<file path="src/rtl/register_file_pkg.sv">
// ---------------------------------------------------------------------------
// register_file_pkg
//
// Shared types and constants for the architectural register file and its
// operand resolver.
//   ROB_WIDTH_BIT_DFLT : default ROB index width (mirrors the core-wide value)
//   REG_COUNT_DFLT     : default number of architectural registers
//   REG_IDX_W / XLEN   : register index width and data width
//   operand_src_e      : where a resolved source operand comes from
//   idx_in_range()     : bounds check for a register index
// ---------------------------------------------------------------------------
package register_file_pkg;

    localparam int ROB_WIDTH_BIT_DFLT = 5;
    localparam int REG_COUNT_DFLT     = 32;
    localparam int REG_IDX_W          = 5;
    localparam int XLEN               = 32;

    // Resolution source, listed in decreasing priority.
    typedef enum logic [2:0] {
        SRC_ZERO    = 3'd0,  // x0 (or an index beyond REG_COUNT)
        SRC_ARCH    = 3'd1,  // register not busy: architectural value
        SRC_COMMIT  = 3'd2,  // producer is committing this very cycle
        SRC_ROB     = 3'd3,  // producer finished, value held in the ROB
        SRC_PENDING = 3'd4   // producer still in flight
    } operand_src_e;

    // True when idx addresses a physically present register.
    function automatic logic idx_in_range(input logic [REG_IDX_W-1:0] idx,
                                          input int reg_count);
        return int'(idx) < reg_count;
    endfunction

endpackage : register_file_pkg

</file>
<file path="src/rtl/register_file_port.sv">
// ---------------------------------------------------------------------------
// register_file_port
//
// Combinational resolver for one source operand. Given the stored state of
// the addressed register, the commit stream and the ROB response, it
// produces either a value or a pending ROB tag.
//
// Ports:
//   rs_idx        in   source register index
//   reg_val       in   stored architectural value of rs_idx
//   reg_busy      in   busy bit of rs_idx
//   reg_tag       in   rename tag of rs_idx
//   commit_en     in   a commit is being accepted this cycle
//   write_reg_id  in   committing register
//   write_val     in   committing value
//   write_rob_id  in   committing ROB entry
//   rob_ready     in   ROB says the queried entry has its result
//   rob_val       in   ROB result for the queried entry
//   rob_id        out  tag sent to the ROB (0 when the register is idle)
//   has_dep       out  operand still pending
//   dep           out  pending tag (0 when no dependency)
//   val           out  operand value (0 while has_dep is high)
// ---------------------------------------------------------------------------
module register_file_port
    import register_file_pkg::*;
#(
    parameter int ROB_WIDTH_BIT = ROB_WIDTH_BIT_DFLT
) (
    input  logic [4:0]               rs_idx,
    input  logic [31:0]              reg_val,
    input  logic                     reg_busy,
    input  logic [ROB_WIDTH_BIT-1:0] reg_tag,
    input  logic                     commit_en,
    input  logic [4:0]               write_reg_id,
    input  logic [31:0]              write_val,
    input  logic [ROB_WIDTH_BIT-1:0] write_rob_id,
    input  logic                     rob_ready,
    input  logic [31:0]              rob_val,
    output logic [ROB_WIDTH_BIT-1:0] rob_id,
    output logic                     has_dep,
    output logic [ROB_WIDTH_BIT-1:0] dep,
    output logic [31:0]              val
);

    operand_src_e src;
    logic         commit_hit;

    // A commit only bypasses when it retires exactly the producer this
    // register is waiting for; an older producer of the same register
    // does not satisfy the dependency.
    assign commit_hit = commit_en
                      && (write_reg_id == rs_idx)
                      && (write_rob_id == reg_tag);

    // The ROB query is masked so an idle register never presents a stale tag.
    assign rob_id = (reg_busy && (rs_idx != '0)) ? reg_tag : '0;

    always_comb begin
        src = SRC_PENDING;
        if (rs_idx == '0) begin
            src = SRC_ZERO;
        end else if (!reg_busy) begin
            src = SRC_ARCH;
        end else if (commit_hit) begin
            src = SRC_COMMIT;
        end else if (rob_ready) begin
            src = SRC_ROB;
        end
    end

    always_comb begin
        has_dep = 1'b0;
        dep     = '0;
        val     = '0;
        case (src)
            SRC_ZERO:    val = '0;
            SRC_ARCH:    val = reg_val;
            SRC_COMMIT:  val = write_val;
            SRC_ROB:     val = rob_val;
            SRC_PENDING: begin
                has_dep = 1'b1;
                dep     = reg_tag;
            end
            default: begin
                has_dep = 1'b0;
                dep     = '0;
                val     = '0;
            end
        endcase
    end

endmodule : register_file_port

</file>
<file path="src/rtl/register_file.sv">
// ---------------------------------------------------------------------------
// register_file
//
// Architectural register file with rename tags. Dispatch marks a destination
// busy with its producing ROB entry, commit writes values and releases the
// tag, and a ROB clear drops every tag while keeping the values. Two source
// operands are resolved combinationally to a value or a pending tag.
//
// Ports:
//   clk_in, rst_in              clock, asynchronous active-high reset
//   rdy_in                      global enable; low freezes all state
//   clear_flag                  ROB misprediction flush
//   write_reg_id/val/ROB_id     commit stream (reg 0 = no commit)
//   new_reg_id/new_ROB_id       rename from dispatch (reg 0 = no rename)
//   dec_rs1/dec_rs2             source indices from the decoder
//   rob_rs1_id/rob_rs2_id       tags queried in the ROB
//   rob_rs1_ready/val, rob_rs2_ready/val   ROB responses
//   rs1_has_dep/dep/val, rs2_has_dep/dep/val  resolved operands
// ---------------------------------------------------------------------------
module register_file
    import register_file_pkg::*;
#(
    parameter int ROB_WIDTH_BIT = ROB_WIDTH_BIT_DFLT,
    parameter int REG_COUNT     = REG_COUNT_DFLT
) (
    input  logic                     clk_in,
    input  logic                     rst_in,
    input  logic                     rdy_in,
    input  logic                     clear_flag,
    input  logic [4:0]               write_reg_id,
    input  logic [31:0]              write_val,
    input  logic [ROB_WIDTH_BIT-1:0] write_ROB_id,
    input  logic [4:0]               new_reg_id,
    input  logic [ROB_WIDTH_BIT-1:0] new_ROB_id,
    input  logic [4:0]               dec_rs1,
    input  logic [4:0]               dec_rs2,
    output logic [ROB_WIDTH_BIT-1:0] rob_rs1_id,
    output logic [ROB_WIDTH_BIT-1:0] rob_rs2_id,
    input  logic                     rob_rs1_ready,
    input  logic                     rob_rs2_ready,
    input  logic [31:0]              rob_rs1_val,
    input  logic [31:0]              rob_rs2_val,
    output logic                     rs1_has_dep,
    output logic                     rs2_has_dep,
    output logic [ROB_WIDTH_BIT-1:0] rs1_dep,
    output logic [ROB_WIDTH_BIT-1:0] rs2_dep,
    output logic [31:0]              rs1_val,
    output logic [31:0]              rs2_val
);

    // -----------------------------------------------------------------------
    // Architectural state
    // -----------------------------------------------------------------------
    logic [31:0]              val_q  [REG_COUNT];
    logic [31:0]              val_d  [REG_COUNT];
    logic                     busy_q [REG_COUNT];
    logic                     busy_d [REG_COUNT];
    logic [ROB_WIDTH_BIT-1:0] tag_q  [REG_COUNT];
    logic [ROB_WIDTH_BIT-1:0] tag_d  [REG_COUNT];

    logic commit_en;
    logic rename_en;
    logic flush_en;

    assign commit_en = rdy_in && (write_reg_id != '0);
    // A rename issued alongside a flush belongs to the squashed path.
    assign rename_en = rdy_in && (new_reg_id != '0) && !clear_flag;
    assign flush_en  = rdy_in && clear_flag;

    always_comb begin
        for (int i = 0; i < REG_COUNT; i++) begin
            val_d[i]  = val_q[i];
            busy_d[i] = busy_q[i];
            tag_d[i]  = tag_q[i];

            if (i != 0) begin
                if (commit_en && (write_reg_id == REG_IDX_W'(i))) begin
                    val_d[i] = write_val;
                    // Only the youngest producer may release the register;
                    // a same-cycle rename re-arms it below anyway.
                    if ((tag_q[i] == write_ROB_id)
                        && !(rename_en && (new_reg_id == REG_IDX_W'(i)))) begin
                        busy_d[i] = 1'b0;
                    end
                end
                if (rename_en && (new_reg_id == REG_IDX_W'(i))) begin
                    busy_d[i] = 1'b1;
                    tag_d[i]  = new_ROB_id;
                end
                if (flush_en) begin
                    busy_d[i] = 1'b0;
                    tag_d[i]  = '0;
                end
            end
        end
        // x0 is a constant zero that is never busy.
        val_d[0]  = '0;
        busy_d[0] = 1'b0;
        tag_d[0]  = '0;
    end

    always_ff @(posedge clk_in or posedge rst_in) begin
        if (rst_in) begin
            for (int i = 0; i < REG_COUNT; i++) begin
                val_q[i]  <= '0;
                busy_q[i] <= 1'b0;
                tag_q[i]  <= '0;
            end
        end else begin
            for (int i = 0; i < REG_COUNT; i++) begin
                val_q[i]  <= val_d[i];
                busy_q[i] <= busy_d[i];
                tag_q[i]  <= tag_d[i];
            end
        end
    end

    // -----------------------------------------------------------------------
    // Operand resolution: two identical read ports
    // -----------------------------------------------------------------------
    logic [4:0]               rs_idx    [2];
    logic                     rs_ready  [2];
    logic [31:0]              rs_rob    [2];
    logic [ROB_WIDTH_BIT-1:0] port_rid  [2];
    logic                     port_hdep [2];
    logic [ROB_WIDTH_BIT-1:0] port_dep  [2];
    logic [31:0]              port_val  [2];

    assign rs_idx[0]   = dec_rs1;
    assign rs_idx[1]   = dec_rs2;
    assign rs_ready[0] = rob_rs1_ready;
    assign rs_ready[1] = rob_rs2_ready;
    assign rs_rob[0]   = rob_rs1_val;
    assign rs_rob[1]   = rob_rs2_val;

    generate
        for (genvar gi = 0; gi < 2; gi++) begin : g_port
            logic [31:0]              rd_val;
            logic                     rd_busy;
            logic [ROB_WIDTH_BIT-1:0] rd_tag;

            // Indices beyond REG_COUNT read as an idle zero register.
            always_comb begin
                rd_val  = '0;
                rd_busy = 1'b0;
                rd_tag  = '0;
                if (idx_in_range(rs_idx[gi], REG_COUNT)) begin
                    rd_val  = val_q[rs_idx[gi]];
                    rd_busy = busy_q[rs_idx[gi]];
                    rd_tag  = tag_q[rs_idx[gi]];
                end
            end

            register_file_port #(
                .ROB_WIDTH_BIT (ROB_WIDTH_BIT)
            ) u_port (
                .rs_idx       (rs_idx[gi]),
                .reg_val      (rd_val),
                .reg_busy     (rd_busy),
                .reg_tag      (rd_tag),
                .commit_en    (commit_en),
                .write_reg_id (write_reg_id),
                .write_val    (write_val),
                .write_rob_id (write_ROB_id),
                .rob_ready    (rs_ready[gi]),
                .rob_val      (rs_rob[gi]),
                .rob_id       (port_rid[gi]),
                .has_dep      (port_hdep[gi]),
                .dep          (port_dep[gi]),
                .val          (port_val[gi])
            );
        end
    endgenerate

    assign rob_rs1_id  = port_rid[0];
    assign rob_rs2_id  = port_rid[1];
    assign rs1_has_dep = port_hdep[0];
    assign rs2_has_dep = port_hdep[1];
    assign rs1_dep     = port_dep[0];
    assign rs2_dep     = port_dep[1];
    assign rs1_val     = port_val[0];
    assign rs2_val     = port_val[1];

endmodule : register_file

</file>
<file path="config.mk">
export PLATFORM = sky130hd
export DESIGN_NAME = register_file
export DESIGN_NICKNAME = d
export VERILOG_FILES = /design/src/rtl/register_file_pkg.sv /design/src/rtl/register_file_port.sv /design/src/rtl/register_file.sv
export SDC_FILE = /design/constraint.sdc
export NUM_CORES = 2
export LEC_CHECK = 0
export BUFFER_PORTS_ARGS = -buffer_cell sky130_fd_sc_hd__buf_2
export CAP_MARGIN = 20
export CELL_PAD_IN_SITES_DETAIL_PLACEMENT = 2
export CELL_PAD_IN_SITES_GLOBAL_PLACEMENT = 2
export CORE_MARGIN = 2
export CORE_UTILIZATION = 45
export DETAILED_ROUTE_END_ITERATION = 8
export MAX_ROUTING_LAYER = met4
export PLACE_DENSITY_LB_ADDON = 0.1
export SLEW_MARGIN = 15
export SYNTH_ARGS = -nofsm -noshare
export SYNTH_HDL_FRONTEND = slang
export SYNTH_HIERARCHICAL = 1
export SYNTH_SLANG_ARGS = --single-unit
</file>
<file path="constraint.sdc">
create_clock -name clk_in -period 40.7 [get_ports clk_in]
set_clock_uncertainty 0.2 [all_clocks]
set_input_delay 0 -clock clk_in [delete_from_list [all_inputs] [get_ports clk_in]]
set_output_delay 0 -clock clk_in [all_outputs]
set_load 0.03 [all_outputs]
</file>
[Yosys cells after proc, flatten, opt, wreduce, memory -nomap -nowiden]
Cells that the tools add are included.
Word-level totals
  register bits: 1178
  bits in latches: 0
  RAM bits: 0
  ROM bits: 0
  input port bits: 132
  output and inout port bits: 86
  logic and storage cells: 687
  memories kept: 0
Operators by class
  add/subtract/negate cells: 0
  multiply operators: 0
  divide/modulo/power cells: 0
  order comparisons: 2
  equal/unequal tests: 105
  shift operators: 0
  muxes and demuxes: 220
  bitwise logic cells: 2
  reductions and logical operators: 265
Operator list (count)
  5-bit two-way mux: 70
  32-bit binary-select mux with 5-bit select: 2
  32-bit one-hot mux with 3 select lines: 2
  3-bit nonzero test: 62
  5-bit == test: 35
  5-bit == test, second input constant: 32
  1-bit two-way mux: 130
  32-bit two-way mux: 4
  1-bit logical AND: 103
  5-bit by 4-bit == test with 1-bit output, second input constant: 16
  2-bit AND reduction: 31
  2-bit nonzero test: 31
  5-bit binary-select mux with 5-bit select: 2
  5-bit by 3-bit == test with 1-bit output, second input constant: 8
  1-bit logical NOT: 32
  3-bit two-way mux: 8
  5-bit by 2-bit == test with 1-bit output, second input constant: 4
  5-bit nonzero test: 4
  3-bit by 2-bit == test with 1-bit output, second input constant: 4
  6-bit greater-or-equal comparator, second input constant: 2
  5-bit inverter with 6-bit output: 2
  1-bit binary-select mux with 5-bit select: 2
  5-bit by 1-bit == test with 1-bit output, second input constant: 2
  5-bit logical NOT: 2
  other kinds (2): 4

[Logic depth before layout (Yosys ltp)]
  word-level depth: 11
  mapped depth: 16
  depth with buffers taken out: 8

[By module]
Netlist, hierarchy kept.
Modules (own cells, without submodules)
  register_file: instances 1, cells each 4786, area each 65571.6 um^2, seq. area each 29478.3 um^2
  register_file_port: instances 2, cells each 258, area each 1655.3 um^2, seq. area each 0.0 um^2

[Least setup slack after synthesis]
No wires, ideal clock.
  path type: input -> output
  start: input dec_rs1[1]
  end: output rs1_val[0]
  arrival: 2.896 ns
  data required time: 40.500 ns
  slack: 37.604 ns
  stages: 14
  path buffers: 6
  path through: buf_2 buf_2 buf_2 buf_1 mux4_2 a22o_1 o21ai_1 o31ai_1 xnor2_1 and4_1 buf_2 and3_1 buf_6 o211ai_1
On the way
  cells in the longest elaborated chain, start to end: 11
  elaborated cells on any way between the ends: 22
  those cells by class: 5 x eq/ne; 13 x mux; 1 x bitwise; 3 x reduce/logical
Ends and longest elaborated chain
  start: declaration: line register_file.sv:35  | input logic [4:0] dec_rs1,
  5-bit inverter with 6-bit output (implied by the code) (*): line register_file.sv:150  | rd_tag = tag_q[rs_idx[gi]];
  5-bit binary-select mux with 5-bit select (*): line register_file.sv:150
  5-bit two-way mux (implied by the code) (*) (2 in series): line register_file.sv:150
  named net g_port[0].rd_tag[3]: line register_file.sv:140  | logic [ROB_WIDTH_BIT-1:0] rd_tag;
  5-bit == test (*): line register_file_port.sv:53  | && (write_rob_id == reg_tag);
  1-bit logical AND (*): line register_file_port.sv:53
  3-bit two-way mux (*): line register_file_port.sv:64  | end else if (commit_hit) begin
  3-bit two-way mux (*): line register_file_port.sv:62  | end else if (!reg_busy) begin
  3-bit two-way mux (*): line register_file_port.sv:60  | if (rs_idx == '0) begin
  3-bit by 2-bit == test with 1-bit output / 3-bit by 1-bit == test with 1-bit output (equally long branches): line register_file_port.sv:75  | case (src)
  32-bit one-hot mux with 3 select lines (*): line register_file_port.sv:75
  end: declaration: line register_file.sv:47  | output logic [31:0] rs1_val,
Mark *: on every way through the listed nets, which the timed path passes. The rest lies on a longest branch. The select of a mux whose other input is x is not followed.

[Worst setup path in the final report]
  start: input dec_rs1[0]
  end: output rs1_val[25]
Same word-level chain as after synthesis.

==> results by group <==
Outcome
  – Status: finished clean

Synthesis
  – Async SR Flop Fraction: 1.00
  – Post-synthesis sequential area ratio: 0.428
  – Primary FF master, synth: dfrtp_1
  – Syn Area/Cell: 13.0 um2
  – Cell Area, Synth: 68900 um2
  – Post-Syn Nets: 5434
  – Synth unique cells: 52
  – Flop and latch count out of synthesis: 1178
  – Cells after Synth: 5302
  – Synth warnings: 6
  – EDFF count, synth: 0

Global route
  – Met1 usage: 0.493
  – GR Util met3: 0.0634
  – GRT busiest layer: met2
  – Initial antenna violation count: 20
  – Pin count of the biggest net entering global routing: 158
  – Vias in the first global route: 55442
  – Met2 usage: 0.578
  – First-pass GRT wire length: 414000 um
  – Total global-route track usage: 0.375
  – Overflow after GRT: 0

Timing
  – Final setup violation count: 0
  – Final Hold Viols: 0
  – RSZ-0062 raised after global routing: false
  – Final Max Tran Viols: 0
  – Period utilisation layout: 0.145
  – Hold slack: 0.0408 ns
  – Worst slew pin tran: 1.20 ns
  – Min Tclk post-route: 5.91 ns
  – Fmax: 169 MHz
  – Max-slew headroom: 0.200
  – Setup TNS: 0 ns

Power and ir drop
  – Total Power: 3.59 mW
  – Cell area power density: 46.8 nW/um2
  – Lkg Pwr: 33.8 nW
  – Maximum vdd drop: 0.0435 mV

Floorplanning
  – Die width: 395 um
  – Num ports: 218
  – Starting Density: 0.453
  – Row count: 143
  – Die footprint: 156000 um2
  – Core area: 152000 um2
  – Die height: 395 um

Drt
  – Initial DRT Pass Iterations: 6
  – DR vias: 50907
  – Drt initial violations: 4987
  – DRT antenna net count: 0
  – WL/cell: 38.4 um
  – Vias/cell: 6.88
  – Drt drc: 0
  – Routed WL: 284000 um

Place
  – Port bufs: 217
  – DP HPWL: 169000 um
  – Gpl congestion: 0.897

Hold path
  – Hold WC Path Type: input port to flop

Final layout
  – Most frequent cells in the layout: dfrtp_1, mux2_2, mux4_2
  – Layout cells sized above 1: 0.384
  – Final net count: 5390
  – Most common cell after layout, fill and taps aside: dfrtp_1
  – Area Growth Syn to Fin: 11.3%
  – Filler instances: 14225

Clock tree
  – Total CTS buffers: 140
  – Post-CTS resize count: 0
  – CTS tree: built
  – Root Buffer: clkbuf_16
  – Clk sink count: 1178
  – CTS Buffer Depth: 3
  – Setup bufs post-CTS: 0
  – Worst skew pair latency: 0.77 ns
  – Clk slew on worst S/H paths: 0.07 ns
  – H-tree depth: 4

Critical path
  – Max incr delay on CP: 0.96 ns
  – Worst Path Required: 40.50 ns
  – Most used cell, CP: buf_4
  – Critical path, cell by cell: buf_8 > buf_4 > mux4_2 > a22o_1 > o21ai_1 > o31ai_1 > buf_4 > xnor2_1 > and4_2 > and3_4 > o211ai_2 > buf_2
  – Bufs and invs on worst path: 4
  – Worst-path cell with the longest stage delay: and3_4
  – Worst Setup End Kind: output port
  – Critical setup path kind: input port to output port
  – Worst path top cell family by delay: simple AND/OR/NAND/NOR gates
  – CP Data Arrival Time: 5.71 ns
  – CP startpoint kind: input port
  – Worst-path maximum fanout: 59

Flow run
  – Max Cap Viol: 0
[final timing paths]
kind,start,endpoint,slack [ns],cells past startpoint
setup / recovery,dec_rs1[0],rs1_val[25],34.79,12
hold / removal,write_ROB_id[1],busy_q[26]$_DFFE_PP0P_,0.04,5
setup reg to reg,tag_q[144]$_DFFE_PP0P_,busy_q[28]$_DFFE_PP0P_,38.70,5
hold reg to reg,val_q[913]$_DFFE_PP0P_,val_q[913]$_DFFE_PP0P_,0.32,1
max in group asynchronous,rst_in,val_q[143]$_DFFE_PP0P_,36.18,8
min in group asynchronous,rst_in,val_q[162]$_DFFE_PP0P_,0.32,4
[state kept, by name, indices dropped and copies added (netlist names)]
signal,cells
val_q,992
tag_q,155
busy_q,31
[per-layer routing]
| layer | share of wire | up-vias |
|---|---|---|
| met3 | 0.069 | 677 |
| met5 | 0 | - |
| met2 | 0.47 | 2211 |
| met4 | 0.045 | 0 |
| met1 | 0.42 | 27961 |
| li1 | - | 20058 |
[timing repair]
action / 4_1_cts / 5_1_grt
setup endpoints to repair: 0 / 0
hold buffers: 64 / 0
endpoints found under the hold margin: 1476 / 0
[cell usage after synthesis, drive strengths merged, types with 2 or more instances]
library cell  count  area [um2]
nand3b            4        33.8
mux2i           345        3450
nand4            81         507
dfrtp          1178       29500
nand3            91         455
o22ai            76         475
nor2b            12        75.1
a211oi          140        1050
o31ai            76         571
clkbuf          365        1370
mux2           1068       12000
a21oi             4        20.0
inv              71         267
o21ai            89         445
mux4            456       10300
nand2           159         597
nor3             33         303
or4               7        52.6
and4              2        17.5
a22o            228        2000
nand4b            3        26.3
or2              17         106
nor4             17         166
nand4bb           3        33.8
xnor2            86         753
and3             50         313
a31o             18         158
nand2b            9        56.3
buf             232        1220
nor2            172         646
and2             53         332
o211ai           64         781
xor2             89         780
[tightest hold or removal path: stages]
cell and delay, ns:
buf_2 0.17, buf_4 0.37, xor2_1 0.22, nor4_1 0.06
o21ai_0 0.14
[kinds of logic (layout without fill, tap and decap cells)]
family	count (synthesis)	count (layout)	share of synthesized area
multiplexers	1869	1869	0.374
AND/OR/NAND/NOR	716	716	0.0545
buffers and inverters	668	731	0.0415
AO/OA/AOI/OAI	696	696	0.0800
other	0	9	0
flip-flops	1178	1178	0.428
XOR/XNOR	175	175	0.0223
[where the power goes]
| part | leakage [nW] | total (mW) | internal (mW) | switching (mW) |
|---|---|---|---|---|
| Sequential | 15.3 | 1.54 | 1.37 | 0.168 |
| Clock | 2.34 | 1.30 | 0.764 | 0.536 |
| Combinational | 16.2 | 0.755 | 0.385 | 0.370 |
| Total | 33.8 | 3.59 | 2.52 | 1.07 |
[stage by stage]
step | instance area, um2 | cells | setup WS (ns) | utilization
floorplan | 68900 | 5302 | 7.32 | -
global route | 76700 | 7400 | 34.54 | 0.505
finish | 76700 | 7404 | 34.79 | 0.505
detailed placement | 71300 | 7081 | 34.81 | 0.469
global placement | 71300 | 7080 | 34.91 | 0.469
CTS | 76600 | 7394 | 34.84 | 0.504
[final cells by class]
cell class	count	area (um2)	area share
flip-flops and latches	1178	29500	0.385
diodes	9	22.5	0.000294
inverters	71	277	0.00361
multi-input cells	3456	36800	0.480
well taps	2030	2540	0.0331
repair buffers	411	2840	0.0371
clock inverters	37	354	0.00462
clock buffers	212	4330	0.0565
Power figures use the tool's default switching activity.
